==> src/rtl/game_flow_sm.sv <==
`default_nettype none
// ============================================================================
//  Module      : game_flow_sm
//  Description : Top-level Bomber Man game flow controller. Sequences the
//                main menu, mode select, controls, level banner, gameplay,
//                pause, death delay, game-over and game-won screens for any
//                number of levels and play modes. Drives a screen-select code
//                to the external RGB mux.
//  Revision    : 1.0 - initial parametrised release
// ----------------------------------------------------------------------------
//  Ports
//    clk_i              system clock (single domain)
//    resetN_i           synchronous active-low reset
//    enter_key_i        raw key levels, already synchronous to clk_i
//    up_key_i / down_key_i / pause_key_i
//    one_sec_pulse_i    single-cycle 1 Hz tick
//    timer_ended_i      level timer expired (level)
//    player_died_i      last life lost (level)
//    level_cleared_i    level exit reached (level)
//    screen_sel_o       0 main,1 mode,2 controls,3 banner,4 play,5 pause,
//                       6 game over,7 game won
//    game_on_o          gameplay logic enabled
//    paused_o           high in PAUSE
//    mode_sel_o         selected mode (0 = single player)
//    level_sel_o        current level, 1-based
//    game_over_type_o   0 timeout, 1 lives, 2 multi-player end
//    score_reset_o      single-cycle pulse on leaving the main menu
//    lives_reset_o      single-cycle pulse on returning to the main menu
//    play_menu_music_o  high on the menu screens
// ============================================================================
module game_flow_sm #(
    parameter  int NUM_LEVELS       = 3,
    parameter  int NUM_MODES        = 2,
    parameter  int LEVEL_DSP_SEC    = 3,
    parameter  int GAMEOVER_DLY_SEC = 3,
    localparam int LVL_W            = $clog2(NUM_LEVELS + 1),
    localparam int MODE_W           = (NUM_MODES > 1) ? $clog2(NUM_MODES) : 1,
    localparam int SEC_MAX          = (LEVEL_DSP_SEC > GAMEOVER_DLY_SEC) ?
                                      LEVEL_DSP_SEC : GAMEOVER_DLY_SEC,
    localparam int SEC_W            = $clog2(SEC_MAX + 1)
) (
    input  logic              clk_i,
    input  logic              resetN_i,
    input  logic              enter_key_i,
    input  logic              up_key_i,
    input  logic              down_key_i,
    input  logic              pause_key_i,
    input  logic              one_sec_pulse_i,
    input  logic              timer_ended_i,
    input  logic              player_died_i,
    input  logic              level_cleared_i,
    output logic [3:0]        screen_sel_o,
    output logic              game_on_o,
    output logic              paused_o,
    output logic [MODE_W-1:0] mode_sel_o,
    output logic [LVL_W-1:0]  level_sel_o,
    output logic [1:0]        game_over_type_o,
    output logic              score_reset_o,
    output logic              lives_reset_o,
    output logic              play_menu_music_o
);

    // State encoding
    localparam logic [3:0] c_ST_MAIN      = 4'd0;
    localparam logic [3:0] c_ST_MODE_SEL  = 4'd1;
    localparam logic [3:0] c_ST_CONTROLS  = 4'd2;
    localparam logic [3:0] c_ST_LEVEL_DSP = 4'd3;
    localparam logic [3:0] c_ST_GAMEPLAY  = 4'd4;
    localparam logic [3:0] c_ST_PAUSE     = 4'd5;
    localparam logic [3:0] c_ST_DYING     = 4'd6;
    localparam logic [3:0] c_ST_GAMEOVER  = 4'd7;
    localparam logic [3:0] c_ST_WON       = 4'd8;

    // Game-over reasons
    localparam logic [1:0] c_GO_TIMEOUT = 2'd0;
    localparam logic [1:0] c_GO_LIVES   = 2'd1;
    localparam logic [1:0] c_GO_MULTI   = 2'd2;

    localparam logic [LVL_W-1:0]  c_LEVEL_FIRST = LVL_W'(1);
    localparam logic [LVL_W-1:0]  c_LEVEL_LAST  = LVL_W'(NUM_LEVELS);
    localparam logic [MODE_W-1:0] c_MODE_MAX    = MODE_W'(NUM_MODES - 1);
    localparam logic [SEC_W-1:0]  c_BANNER_SEC  = SEC_W'(LEVEL_DSP_SEC);
    localparam logic [SEC_W-1:0]  c_DYING_SEC   = SEC_W'(GAMEOVER_DLY_SEC);

    logic [3:0]        state_q,       state_d;
    logic [SEC_W-1:0]  sec_cnt_q,     sec_cnt_d;
    logic              game_on_q,     game_on_d;
    logic              paused_q,      paused_d;
    logic [MODE_W-1:0] mode_sel_q,    mode_sel_d;
    logic [LVL_W-1:0]  level_sel_q,   level_sel_d;
    logic [1:0]        over_type_q,   over_type_d;
    logic              score_reset_q, score_reset_d;
    logic              lives_reset_q, lives_reset_d;

    // Previous key levels, bit order {pause, down, up, enter}. Reset to all
    // ones so a key already held during reset cannot produce an edge.
    logic [3:0] key_prev_q;
    logic [3:0] w_keys;
    logic [3:0] w_key_edge;
    logic       w_enter_edge;
    logic       w_up_edge;
    logic       w_down_edge;
    logic       w_pause_edge;
    logic       w_multi;

    assign w_keys       = {pause_key_i, down_key_i, up_key_i, enter_key_i};
    assign w_key_edge   = w_keys & ~key_prev_q;
    assign w_enter_edge = w_key_edge[0];
    assign w_up_edge    = w_key_edge[1];
    assign w_down_edge  = w_key_edge[2];
    assign w_pause_edge = w_key_edge[3];
    assign w_multi      = (mode_sel_q != '0);

    // ------------------------------------------------------------------------
    // State / output register
    // ------------------------------------------------------------------------
    always_ff @(posedge clk_i) begin
        if (!resetN_i) begin
            state_q       <= c_ST_MAIN;
            sec_cnt_q     <= '0;
            game_on_q     <= 1'b0;
            paused_q      <= 1'b0;
            mode_sel_q    <= '0;
            level_sel_q   <= c_LEVEL_FIRST;
            over_type_q   <= c_GO_TIMEOUT;
            score_reset_q <= 1'b0;
            lives_reset_q <= 1'b0;
            key_prev_q    <= 4'b1111;
        end else begin
            state_q       <= state_d;
            sec_cnt_q     <= sec_cnt_d;
            game_on_q     <= game_on_d;
            paused_q      <= paused_d;
            mode_sel_q    <= mode_sel_d;
            level_sel_q   <= level_sel_d;
            over_type_q   <= over_type_d;
            score_reset_q <= score_reset_d;
            lives_reset_q <= lives_reset_d;
            key_prev_q    <= w_keys;
        end
    end

    // ------------------------------------------------------------------------
    // Next-state logic
    // ------------------------------------------------------------------------
    always_comb begin
        state_d       = state_q;
        sec_cnt_d     = sec_cnt_q;
        game_on_d     = game_on_q;
        paused_d      = paused_q;
        mode_sel_d    = mode_sel_q;
        level_sel_d   = level_sel_q;
        over_type_d   = over_type_q;
        score_reset_d = 1'b0;
        lives_reset_d = 1'b0;

        case (state_q)
            c_ST_MAIN: begin
                if (w_enter_edge) begin
                    state_d       = c_ST_MODE_SEL;
                    score_reset_d = 1'b1;
                end
            end

            c_ST_MODE_SEL: begin
                // Opposing edges in the same cycle cancel out.
                if (w_down_edge && !w_up_edge && (mode_sel_q != c_MODE_MAX)) begin
                    mode_sel_d = mode_sel_q + 1'b1;
                end else if (w_up_edge && !w_down_edge && (mode_sel_q != '0)) begin
                    mode_sel_d = mode_sel_q - 1'b1;
                end
                if (w_enter_edge) begin
                    state_d = c_ST_CONTROLS;
                end
            end

            c_ST_CONTROLS: begin
                if (w_enter_edge) begin
                    if (w_multi) begin
                        state_d   = c_ST_GAMEPLAY;
                        game_on_d = 1'b1;
                    end else begin
                        state_d   = c_ST_LEVEL_DSP;
                        sec_cnt_d = c_BANNER_SEC;
                    end
                end
            end

            c_ST_LEVEL_DSP: begin
                // Leaving on the cycle after the count hits zero gives exactly
                // N pulses plus one clock on screen.
                if (sec_cnt_q == '0) begin
                    state_d   = c_ST_GAMEPLAY;
                    game_on_d = 1'b1;
                end else if (one_sec_pulse_i) begin
                    sec_cnt_d = sec_cnt_q - 1'b1;
                end
            end

            c_ST_GAMEPLAY: begin
                if (player_died_i) begin
                    state_d     = c_ST_DYING;
                    sec_cnt_d   = c_DYING_SEC;
                    over_type_d = w_multi ? c_GO_MULTI : c_GO_LIVES;
                end else if (timer_ended_i) begin
                    state_d     = c_ST_DYING;
                    sec_cnt_d   = c_DYING_SEC;
                    over_type_d = w_multi ? c_GO_MULTI : c_GO_TIMEOUT;
                end else if (level_cleared_i && !w_multi) begin
                    game_on_d = 1'b0;
                    if (level_sel_q < c_LEVEL_LAST) begin
                        level_sel_d = level_sel_q + 1'b1;
                        state_d     = c_ST_LEVEL_DSP;
                        sec_cnt_d   = c_BANNER_SEC;
                    end else begin
                        state_d = c_ST_WON;
                    end
                end else if (w_pause_edge) begin
                    state_d   = c_ST_PAUSE;
                    game_on_d = 1'b0;
                    paused_d  = 1'b1;
                end
            end

            c_ST_PAUSE: begin
                // Quitting to the menu takes precedence over resuming.
                if (w_enter_edge) begin
                    state_d       = c_ST_MAIN;
                    lives_reset_d = 1'b1;
                end else if (w_pause_edge) begin
                    state_d   = c_ST_GAMEPLAY;
                    game_on_d = 1'b1;
                    paused_d  = 1'b0;
                end
            end

            c_ST_DYING: begin
                // game_on stays high so the death animation keeps running.
                if (sec_cnt_q == '0) begin
                    state_d   = c_ST_GAMEOVER;
                    game_on_d = 1'b0;
                end else if (one_sec_pulse_i) begin
                    sec_cnt_d = sec_cnt_q - 1'b1;
                end
            end

            c_ST_GAMEOVER, c_ST_WON: begin
                if (w_enter_edge) begin
                    state_d       = c_ST_MAIN;
                    lives_reset_d = 1'b1;
                end
            end

            default: begin
                state_d = c_ST_MAIN;
            end
        endcase

        // Being in, or entering, the main menu re-arms a fresh run.
        if (state_d == c_ST_MAIN) begin
            level_sel_d = c_LEVEL_FIRST;
            mode_sel_d  = '0;
            game_on_d   = 1'b0;
            paused_d    = 1'b0;
        end
    end

    // ------------------------------------------------------------------------
    // Outputs
    // ------------------------------------------------------------------------
    always_comb begin
        screen_sel_o      = 4'd0;
        play_menu_music_o = 1'b0;
        case (state_q)
            c_ST_MAIN:      begin screen_sel_o = 4'd0; play_menu_music_o = 1'b1; end
            c_ST_MODE_SEL:  begin screen_sel_o = 4'd1; play_menu_music_o = 1'b1; end
            c_ST_CONTROLS:  begin screen_sel_o = 4'd2; play_menu_music_o = 1'b1; end
            c_ST_LEVEL_DSP: screen_sel_o = 4'd3;
            c_ST_GAMEPLAY:  screen_sel_o = 4'd4;
            c_ST_PAUSE:     screen_sel_o = 4'd5;
            c_ST_DYING:     screen_sel_o = 4'd4;
            c_ST_GAMEOVER:  screen_sel_o = 4'd6;
            c_ST_WON:       screen_sel_o = 4'd7;
            default:        screen_sel_o = 4'd0;
        endcase

        game_on_o        = game_on_q;
        paused_o         = paused_q;
        mode_sel_o       = mode_sel_q;
        level_sel_o      = level_sel_q;
        game_over_type_o = over_type_q;
        score_reset_o    = score_reset_q;
        lives_reset_o    = lives_reset_q;
    end

endmodule
`default_nettype wire

==> config.mk <==
export PLATFORM = sky130hd
export DESIGN_NAME = game_flow_sm
export DESIGN_NICKNAME = d
export VERILOG_FILES = /design/src/rtl/game_flow_sm.sv
export SDC_FILE = /design/constraint.sdc
export NUM_CORES = 1
export LEC_CHECK = 0
export BUFFER_PORTS_ARGS = -buffer_cell sky130_fd_sc_hd__buf_2
export CORE_MARGIN = 4
export CORE_UTILIZATION = 51
export CTS_BUF_LIST = sky130_fd_sc_hd__clkbuf_8
export DETAILED_ROUTE_END_ITERATION = 10
export PLACE_DENSITY = 0.78
export REMOVE_ABC_BUFFERS = 1
export SLEW_MARGIN = 0
export SYNTH_ARGS = -nofsm -noshare
export SYNTH_HDL_FRONTEND = slang
export SYNTH_SLANG_ARGS = --single-unit
==> constraint.sdc <==
create_clock -name clk_i -period 1.9 [get_ports clk_i]
set_input_delay 0.095 -clock clk_i [delete_from_list [all_inputs] [get_ports clk_i]]
set_output_delay 0.095 -clock clk_i [all_outputs]
set_load 0.02 [all_outputs]
Yosys cells after proc, flatten, opt, wreduce, memory -nomap -nowiden
Index checks and enable logic that the tools add are counted.
- multiplexer cells: 49
- reductions and logical operators: 30
- eq/ne operators: 24
- $lt $le $gt $ge: 1
- bitwise gates (word level): 6
- add/subtract/negate cells: 4
- operators with widths (operator ; number):
    2-to-1 mux 4 bit ; 13
    one-hot mux 4 bit (8 select lines) ; 1
    2-to-1 mux 2 bit ; 12
    != test 2 bit, second input constant ; 12
    one-hot mux 3 bit (7 select lines) ; 1
    2-to-1 mux 1 bit ; 18
    equality test 4 x 3 -> 1 bit, second input constant ; 4
    AND reduction 7 bit ; 2
    AND reduction 10 bit ; 1
    equality test 4 x 2 -> 1 bit, second input constant ; 2
    zero test 4 bit ; 2
    != test 4 bit, second input constant ; 2
    AND reduction 2 bit ; 4
    OR reduction 2 bit ; 4
    one-hot mux 2 bit (3 select lines) ; 1
    nonzero test 2 bit ; 3
    OR reduction 3 bit ; 2
    logical AND 1 bit ; 5
    one-hot mux 1 bit (5 select lines) ; 1
    AND reduction 5 bit ; 1
    nonzero test 5 bit ; 1
    AND 4 bit ; 1
    equality test 4 x 1 -> 1 bit, second input constant ; 1
    equality test 4 bit, second input constant ; 1
    14 further kinds ; 19
- flip-flop bits (word level): 19
- input bits: 10
- word-level logic and storage cells: 124

Logic depth before layout (Yosys ltp)
Gate-level depths: netlist (run 1).
- depth after elaboration: 9
- depth in mapped cells: 8
- gate-level depth less buffers: 8

Worst setup path after synthesis (run 1)
Ideal clock, no wire load.
- path type: register -> register
- start: register mode_sel_q, in the netlist mode_sel_o
- end: register game_on_q, in the netlist game_on_o
- data arrival time: 1661 ps
- slack: 135 ps
- setup time: 103 ps
- cell stages (with the launch flop): 7
- path buffers: 0
- cell sequence: dfxtp_1 -> nand2b_4 -> o21ai_1 -> a211oi_1 -> a2111oi_2 -> a21oi_1 -> a2111oi_2
- word-level cells in the longest chain between the ends: 8
- RTL lines (item ; line ; text):
    start, declared ; 89 ; logic [MODE_W-1:0] mode_sel_q, mode_sel_d;
    start signal, assigned ; 134 ; mode_sel_q <= mode_sel_d;
    zero test 1 bit ; 209 ; end else if (level_cleared_i && !w_multi) begin
    logical AND 1 bit ; 209 ;
    2-to-1 mux 4 bit ; 209 ;
    2-to-1 mux 4 bit ; 205 ; end else if (timer_ended_i) begin
    2-to-1 mux 4 bit ; 201 ; if (player_died_i) begin
    one-hot mux 4 bit (8 select lines) ; 157 ; case (state_q)
    zero test 4 bit ; 260 ; if (state_d == c_ST_MAIN) begin
    OR reduction 2 bit (no source line) ; -- ;
    end signal, assigned ; 132 ; game_on_q <= game_on_d;
    end, declared ; 87 ; logic game_on_q, game_on_d;
Several ways; a longest one is shown, not always the timed one. The select of a mux whose other input is x is not followed.
A chain may end at the register's enable or synchronous reset.

Worst setup path in the final report (run 1)
- start: register state_q[1]
- end: register sec_cnt_q[0]
- word-level cells in the longest chain between the ends: 4
- RTL lines (item ; line ; text):
    start, declared ; 85 ; logic [3:0] state_q, state_d;
    start signal, assigned ; 119 ; state_q <= c_ST_MAIN;
    start signal, assigned ; 130 ; state_q <= state_d;
    equality test 4 x 3 -> 1 bit or equality test 4 x 2 -> 1 bit (tied branches) ; 157 ;
    OR reduction 2 bit (no source line) ; -- ;
    != test 2 bit (no source line) (tied with other cells) ; -- ;
    AND reduction 7 bit (no source line) ; -- ;
    end signal, assigned ; 131 ; sec_cnt_q <= sec_cnt_d;
    end, declared ; 86 ; logic [SEC_W-1:0] sec_cnt_q, sec_cnt_d;
Several ways; a longest one is shown, not always the timed one.

==> metrics.yaml, run 1 <==
drt:
  drt_iter0_drc: 50
  ant_nets: 0
  first_pass_iters: 4
  viasPerCell: 6.09
  routedWlPerCell_um: 17.1
  wl_um: 3770
  routed-via-count: 1346
  post-route-drc-count: 0
synth:
  synth_cells: 145
  synth-edff-count: 0
  yosysSeqAreaShare_pct: 31.8
  avgSynthCellArea_um2: 8.25
  synth.distinct_cells: 43
  synth_seq_cells: 19
  synth_area_um2: 1200
  ys.warnings.count: 0
  synth_ff_type: "dfxtp_1"
  synthArstFlopShare_pct: 0
clock_network:
  insertion_delay_ns: 0.26
  cts_buffers: 3
  numClockSinks: 19
  path_clk_slew_ns: 0.07
  cts_root_buf: "clkbuf_8"
  cts_max_level: 1
  clock_path_buffers: 2
  cts_hold_buffers: 0
  cts_tree: "done"
status:
  status: "complete, but fails checks"
  violations: "setup timing"
setup_path:
  crit_slowest_cell: "dfxtp_4"
  worstPathMaxFanout: 6
  cp.required_ns: 2.05
  r2r_end: "sec_cnt_q[0]"
  r2r_start: "state_q[1]"
  path_cells: "nor4b_4 > nand2_2 > buf_4 > o221ai_1 > nor4_1 > a211oi_1"
  timing.critical_path.to: "sec_cnt_q[0]"
  critPathArrivalTime_ns: 2.10
  end_kind: "flop"
  critPathLaunchType: "flop"
  reg2regPathDepth: 6
  slowest_delay_ns: 0.38
  reg2reg_slack_ns: -0.04
  worstSetupPathType: "flop to flop"
  crit_start: "state_q[1]"
timing:
  max_freq_ghz: 0.515
  tns_ns: -0.0431
  period_minus_slack_ns: 1.94
  setup_ws_ns: -0.0431
  hold_viol: 0
  fin_worst_skew_ns: 0.00276
  period_share_pct: 102
  finalMaxSlewViolations: 0
  finalSetupViolCount: 1
placement:
  port_buffers: 22
  dp_hpwl_um: 2660
  finalWeightedCongestion: 0.996
  post_dp_cell_area_um2: 1490
grt:
  grt_max_degree: 13
  grt_remaining_overflow: 0
  grt_pass1_vias: 1353
  track_usage_pct: 22.7
  grt_pass1_wl_um: 5820
  antenna_found_initial: 0
pwr:
  power_density_nw_per_um2: 488
  p_comb_share_pct: 13.4
  p_seq_share_pct: 51.0
  irDropWorstVdd_mv: 0.460
  p_sw_uw: 210
  intPower_uw: 595
  power.leakage_uw: 0.000677
  p_clk_share_pct: 35.6
  netSwitchingFraction_pct: 26.1
final_layout:
  final_nets: 207
  stdcell_area_um2: 1650
  antenna_cells: 0
  area_growth_pct: 37.9
  mostFrequentLayoutCell: "buf_4"
  drive_gt1_share_pct: 39.9
  n_fill_cell: 168
  final_cell_mix: "buf_4 (28), buf_2 (22), dfxtp_1 (16)"
floorplan:
  die_h_um: 56.4
  core_area_um2: 2210
  row_count: 17
  die_w_um: 56.4
  start_util_pct: 54.1
  dieArea_um2: 3180
  io_pins: 24
hold_path:
  hold_class: "input port to flop"
  whs_path_depth: 2
job:
  maxCapViolations: 0
[Yosys cell counts (2+ instances only)]
master	number	area, µm²
dfxtp_1	19	380
nor2_1	13	48.8
nand2_1	11	41.3
a21oi_1	10	50.1
nand2b_1	8	50.1
inv_1	7	26.3
nor2b_1	7	43.8
o21ai_0	6	30.0
nand3_1	5	25.0
a211oi_1	4	30.0
buf_2	4	20.0
nor3_1	4	20.0
a2111oi_2	3	45.0
a31oi_1	3	18.8
ha_1	3	37.5
nor4_1	3	18.8
o21ai_1	3	15.0
and2_1	2	12.5
and3_1	2	12.5
buf_6	2	22.5
nand4_1	2	12.5
o2111ai_1	2	17.5
xnor2_1	2	17.5
[layer usage]
metal  vias up  GRT usage (%)  share of wire, %
met2        55           37.8                50
met4         0           12.2               3.5
met5         -              0                 0
met3        15           4.14               6.2
met1       652           27.3                40
li1        624              -                 -
[metrics by stage]
| stage | hold slack [ns] | power [µW] | setup WS [ns] | util (%) | std cells |
|---|---|---|---|---|---|
| floorplan | 0.167 | 474 | -0.00807 | - | 138 |
| finish | 0.0249 | 805 | -0.0431 | 74.5 | 221 |
| global placement | 0.288 | 514 | 0.0157 | 67.2 | 214 |
| CTS | 0.0302 | 795 | 0.0135 | 69.7 | 219 |
| global route | 0.0492 | 841 | -0.151 | 74.5 | 221 |
| detailed placement | 0.294 | 518 | -0.00177 | 67.2 | 214 |
[cells by family (layout without fill, tap and decap cells)]
logic type | after synthesis | after routing | synth area share [%]
AND/OR/NAND/NOR | 65 | 65 | 32.0
AO/OA/AOI/OAI | 39 | 39 | 23.6
flip-flops | 19 | 19 | 31.8
buffers and inverters | 15 | 63 | 6.69
adder cells (fa/ha/maj) | 3 | 3 | 3.14
XOR/XNOR | 2 | 2 | 1.46
other | 1 | 1 | 0.314
multiplexers | 1 | 1 | 0.941
[critical path: cells and delay by family, from the launching register on]
family,cells,cell delay [ns]
DFF,1,0.38
buffers and inverters,1,0.18
AOI/OAI and AO/OA,2,0.65
and+or+nand+nor,3,0.62
[how the worst min path moves through the flow]
stage                          start              to  slack, ns
final                     down_key_i   key_prev_q[2]       0.02
after global routing      down_key_i   key_prev_q[2]       0.05
after CTS                 down_key_i   key_prev_q[2]       0.03
after detailed placement  down_key_i   key_prev_q[2]       0.29
after global placement    down_key_i   key_prev_q[2]       0.29
after floorplan             resetN_i  level_sel_o[0]       0.17
[flip-flops by register name, indices dropped and copies added (netlist names)]
name              count
game_on_o             1
game_over_type_o      2
key_prev_q            4
level_sel_o           2
lives_reset_o         1
mode_sel_o            1
paused_o              1
score_reset_o         1
sec_cnt_q             2
state_q               4
[power groups by stage]
stage	clock [µW]	sequential [µW]	combinational (µW)
final	287	411	108
after global routing	312	412	117
after CTS	286	412	98.1
after detailed placement	0	421	96.8
after global placement	0	420	94.4
after floorplan	0	424	49.4
[timing repair]
item / CTS / global route
setup buffers: 1 / 2
gates resized for setup: 1 / 20
hold endpoints to repair: 0 / 0
pin swaps: 1 / 11
setup endpoints to repair: 2 / 5
[cell type report]
class                      count  area (µm²)  area share [%]
multi-input combinational    111         817            49.5
sequential                    19         389            23.6
timing repair buffer          51         332            20.1
clock buffer                   3        41.3            2.50
tap                           28        35.0            2.12
inverter                       8        30.0            1.82
clock inverter                 1        5.00           0.303
(Power assumes the default switching activity.)
==> inputs of run 2 (changes only) <==
--- a/config.mk
+++ b/config.mk
@@ -7,10 +7,9 @@
 export LEC_CHECK = 0
 export BUFFER_PORTS_ARGS = -buffer_cell sky130_fd_sc_hd__buf_2
 export CORE_MARGIN = 4
-export CORE_UTILIZATION = 51
+export CORE_UTILIZATION = 30
 export CTS_BUF_LIST = sky130_fd_sc_hd__clkbuf_8
 export DETAILED_ROUTE_END_ITERATION = 10
-export PLACE_DENSITY = 0.78
 export REMOVE_ABC_BUFFERS = 1
 export SLEW_MARGIN = 0
 export SYNTH_ARGS = -nofsm -noshare
==> metrics.yaml, run 2 (synthesized netlist as in run 1, its figures left out) <==
placement:
  dp_hpwl_um: 2660
  port_buffers: 22
  dpl.cell_count: 244
  finalWeightedCongestion: 0.892
hold_path:
  whs_path_depth: 2
  hold_class: "input port to flop"
  min_from: "enter_key_i"
drt:
  routedWlPerCell_um: 14.2
  routed-via-count: 1281
  ant_nets: 0
  drt_iter0_drc: 45
  post-route-drc-count: 0
  wl_um: 3540
  first_pass_iters: 4
  viasPerCell: 5.14
clock_network:
  numClockSinks: 19
  insertion_delay_ns: 0.27
  path_clk_slew_ns: 0.08
  cts_max_level: 1
  cts_tree: "done"
  cts_root_buf: "clkbuf_8"
  clock_path_buffers: 2
  cts_buffers: 3
setup_path:
  r2r_start: "state_q[1]"
  worstSetupPathType: "flop to flop"
  cp.required_ns: 2.07
  worstPathMaxFanout: 5
  critPathLaunchType: "flop"
  critPathArrivalTime_ns: 2.02
  crit_start: "state_q[1]"
  reg2regPathDepth: 6
  end_kind: "flop"
timing:
  finalSetupViolCount: 0
  hold_viol: 0
  max_freq_ghz: 0.541
  fin_worst_skew_ns: 0.00742
  period_share_pct: 97.4
  period_minus_slack_ns: 1.85
  rsz0062_at_grt: "yes"
  finalMaxSlewViolations: 0
final_layout:
  mostFrequentLayoutCell: "buf_4"
  antenna_cells: 0
  n_fill_cell: 386
  final-instance-count-excl-fill: 249
  area_growth_pct: 44.4
  final_cell_mix: "buf_4 (35), buf_2 (22), dfxtp_1 (16)"
  final_nets: 215
  drive_gt1_share_pct: 41.3
  top_regs: "key_prev_q (4), state_q (4)"
grt:
  grt_max_degree: 12
  grt_pass1_wl_um: 5460
  antenna_found_initial: 0
  track_usage_pct: 13.6
  grt_pass1_vias: 1205
  grt_remaining_overflow: 0
floorplan:
  io_pins: 24
  row_count: 22
  start_util_pct: 32.0
  core_area_um2: 3740
  die_w_um: 71.1
  dieArea_um2: 5060
  die_h_um: 71.1
status:
  status: "complete, no violations"
pwr:
  power.leakage_uw: 0.000711
  power_density_nw_per_um2: 476
  irDropWorstVdd_mv: 0.293
  total_power_uw: 823
job:
  maxCapViolations: 0
==> run 2: changes by cell type in the layout (fill, tap and decap cells not counted) <==
cell,previous run,this run
buf_4,28,35
buf_6,1,2
nand2_1,10,11
nand2_4,1,0
nor2_1,12,13
nor2_4,1,0
nor2b_1,6,7
nor2b_2,1,0
o2111ai_1,2,1
o2111ai_2,0,1
==> run 2: area by class of cell <==
| type | count | area, µm² | area share (%) |
|---|---|---|---|
| clock inverter | 1 | 5.00 | 0.290 |
| clock buffer | 3 | 41.3 | 2.39 |
| multi-input combinational | 111 | 806 | 46.7 |
| inverter | 8 | 30.0 | 1.74 |
| timing repair buffer | 59 | 395 | 22.9 |
| sequential | 19 | 389 | 22.5 |
| tap | 48 | 60.1 | 3.48 |
==> run 2: worst paths after layout <==
path / end / slack, ns
max: game_on_o / 0.05
min: key_prev_q[0] / 0.03
max reg2reg: game_on_o / 0.05
min reg2reg: game_over_type_o[1] / 0.45
==> run 2: where the power goes <==
part	total (µW)	switching (µW)	internal, µW	leakage (µW)
combinational	113	61.2	51.9	0.000529
clock	300	153	146	0.0000255
sequential	410	6.45	403	0.000157
==> run 2: worst max-delay path, stage by stage, from the launching register on <==
cell and delay (ns):
dfxtp_4 0.37, nor4b_4 0.33, nand2_2 0.16, o32ai_4 0.33, nor3_2 0.09, and3_4 0.18, a2111oi_4 0.30
==> run 2: timing repair <==
| action | 4_1_cts | 5_1_grt |
|---|---|---|
| hold buffers | 0 | 0 |
| pin swaps | 1 | 9 |
| resized for setup | 2 | 16 |
| buffers inserted | 0 | 2 |
| setup endpoints to repair | 2 | 5 |
==> run 2: metal layers <==
layer | wire (µm) | vias up | GRT usage [%] | share of wire [%]
met1 | 1660 | 600 | 17.4 | 47
met4 | 40 | 0 | 5.01 | 1.1
met3 | 144 | 5 | 2.70 | 4.1
met5 | 0 | - | 0 | 0
li1 | - | 643 | - | -
met2 | 1690 | 33 | 22.3 | 48
==> run 2: through the flow <==
step	hold slack (ns)	setup slack (ns)	utilization (%)	area [µm²]	TNS [ns]
6_report	0.0291	0.0499	46.1	1730	0
5_1_grt	0.0414	-0.0450	46.1	1730	-0.0559
4_1_cts	0.0280	0.0244	43.7	1640	0
3_5_place_dp	0.306	-0.0950	42.4	1590	-0.127
3_3_place_gp	0.293	-0.0770	42.4	1590	-0.113
2_1_floorplan	0.167	-0.00807	-	1150	-0.00807
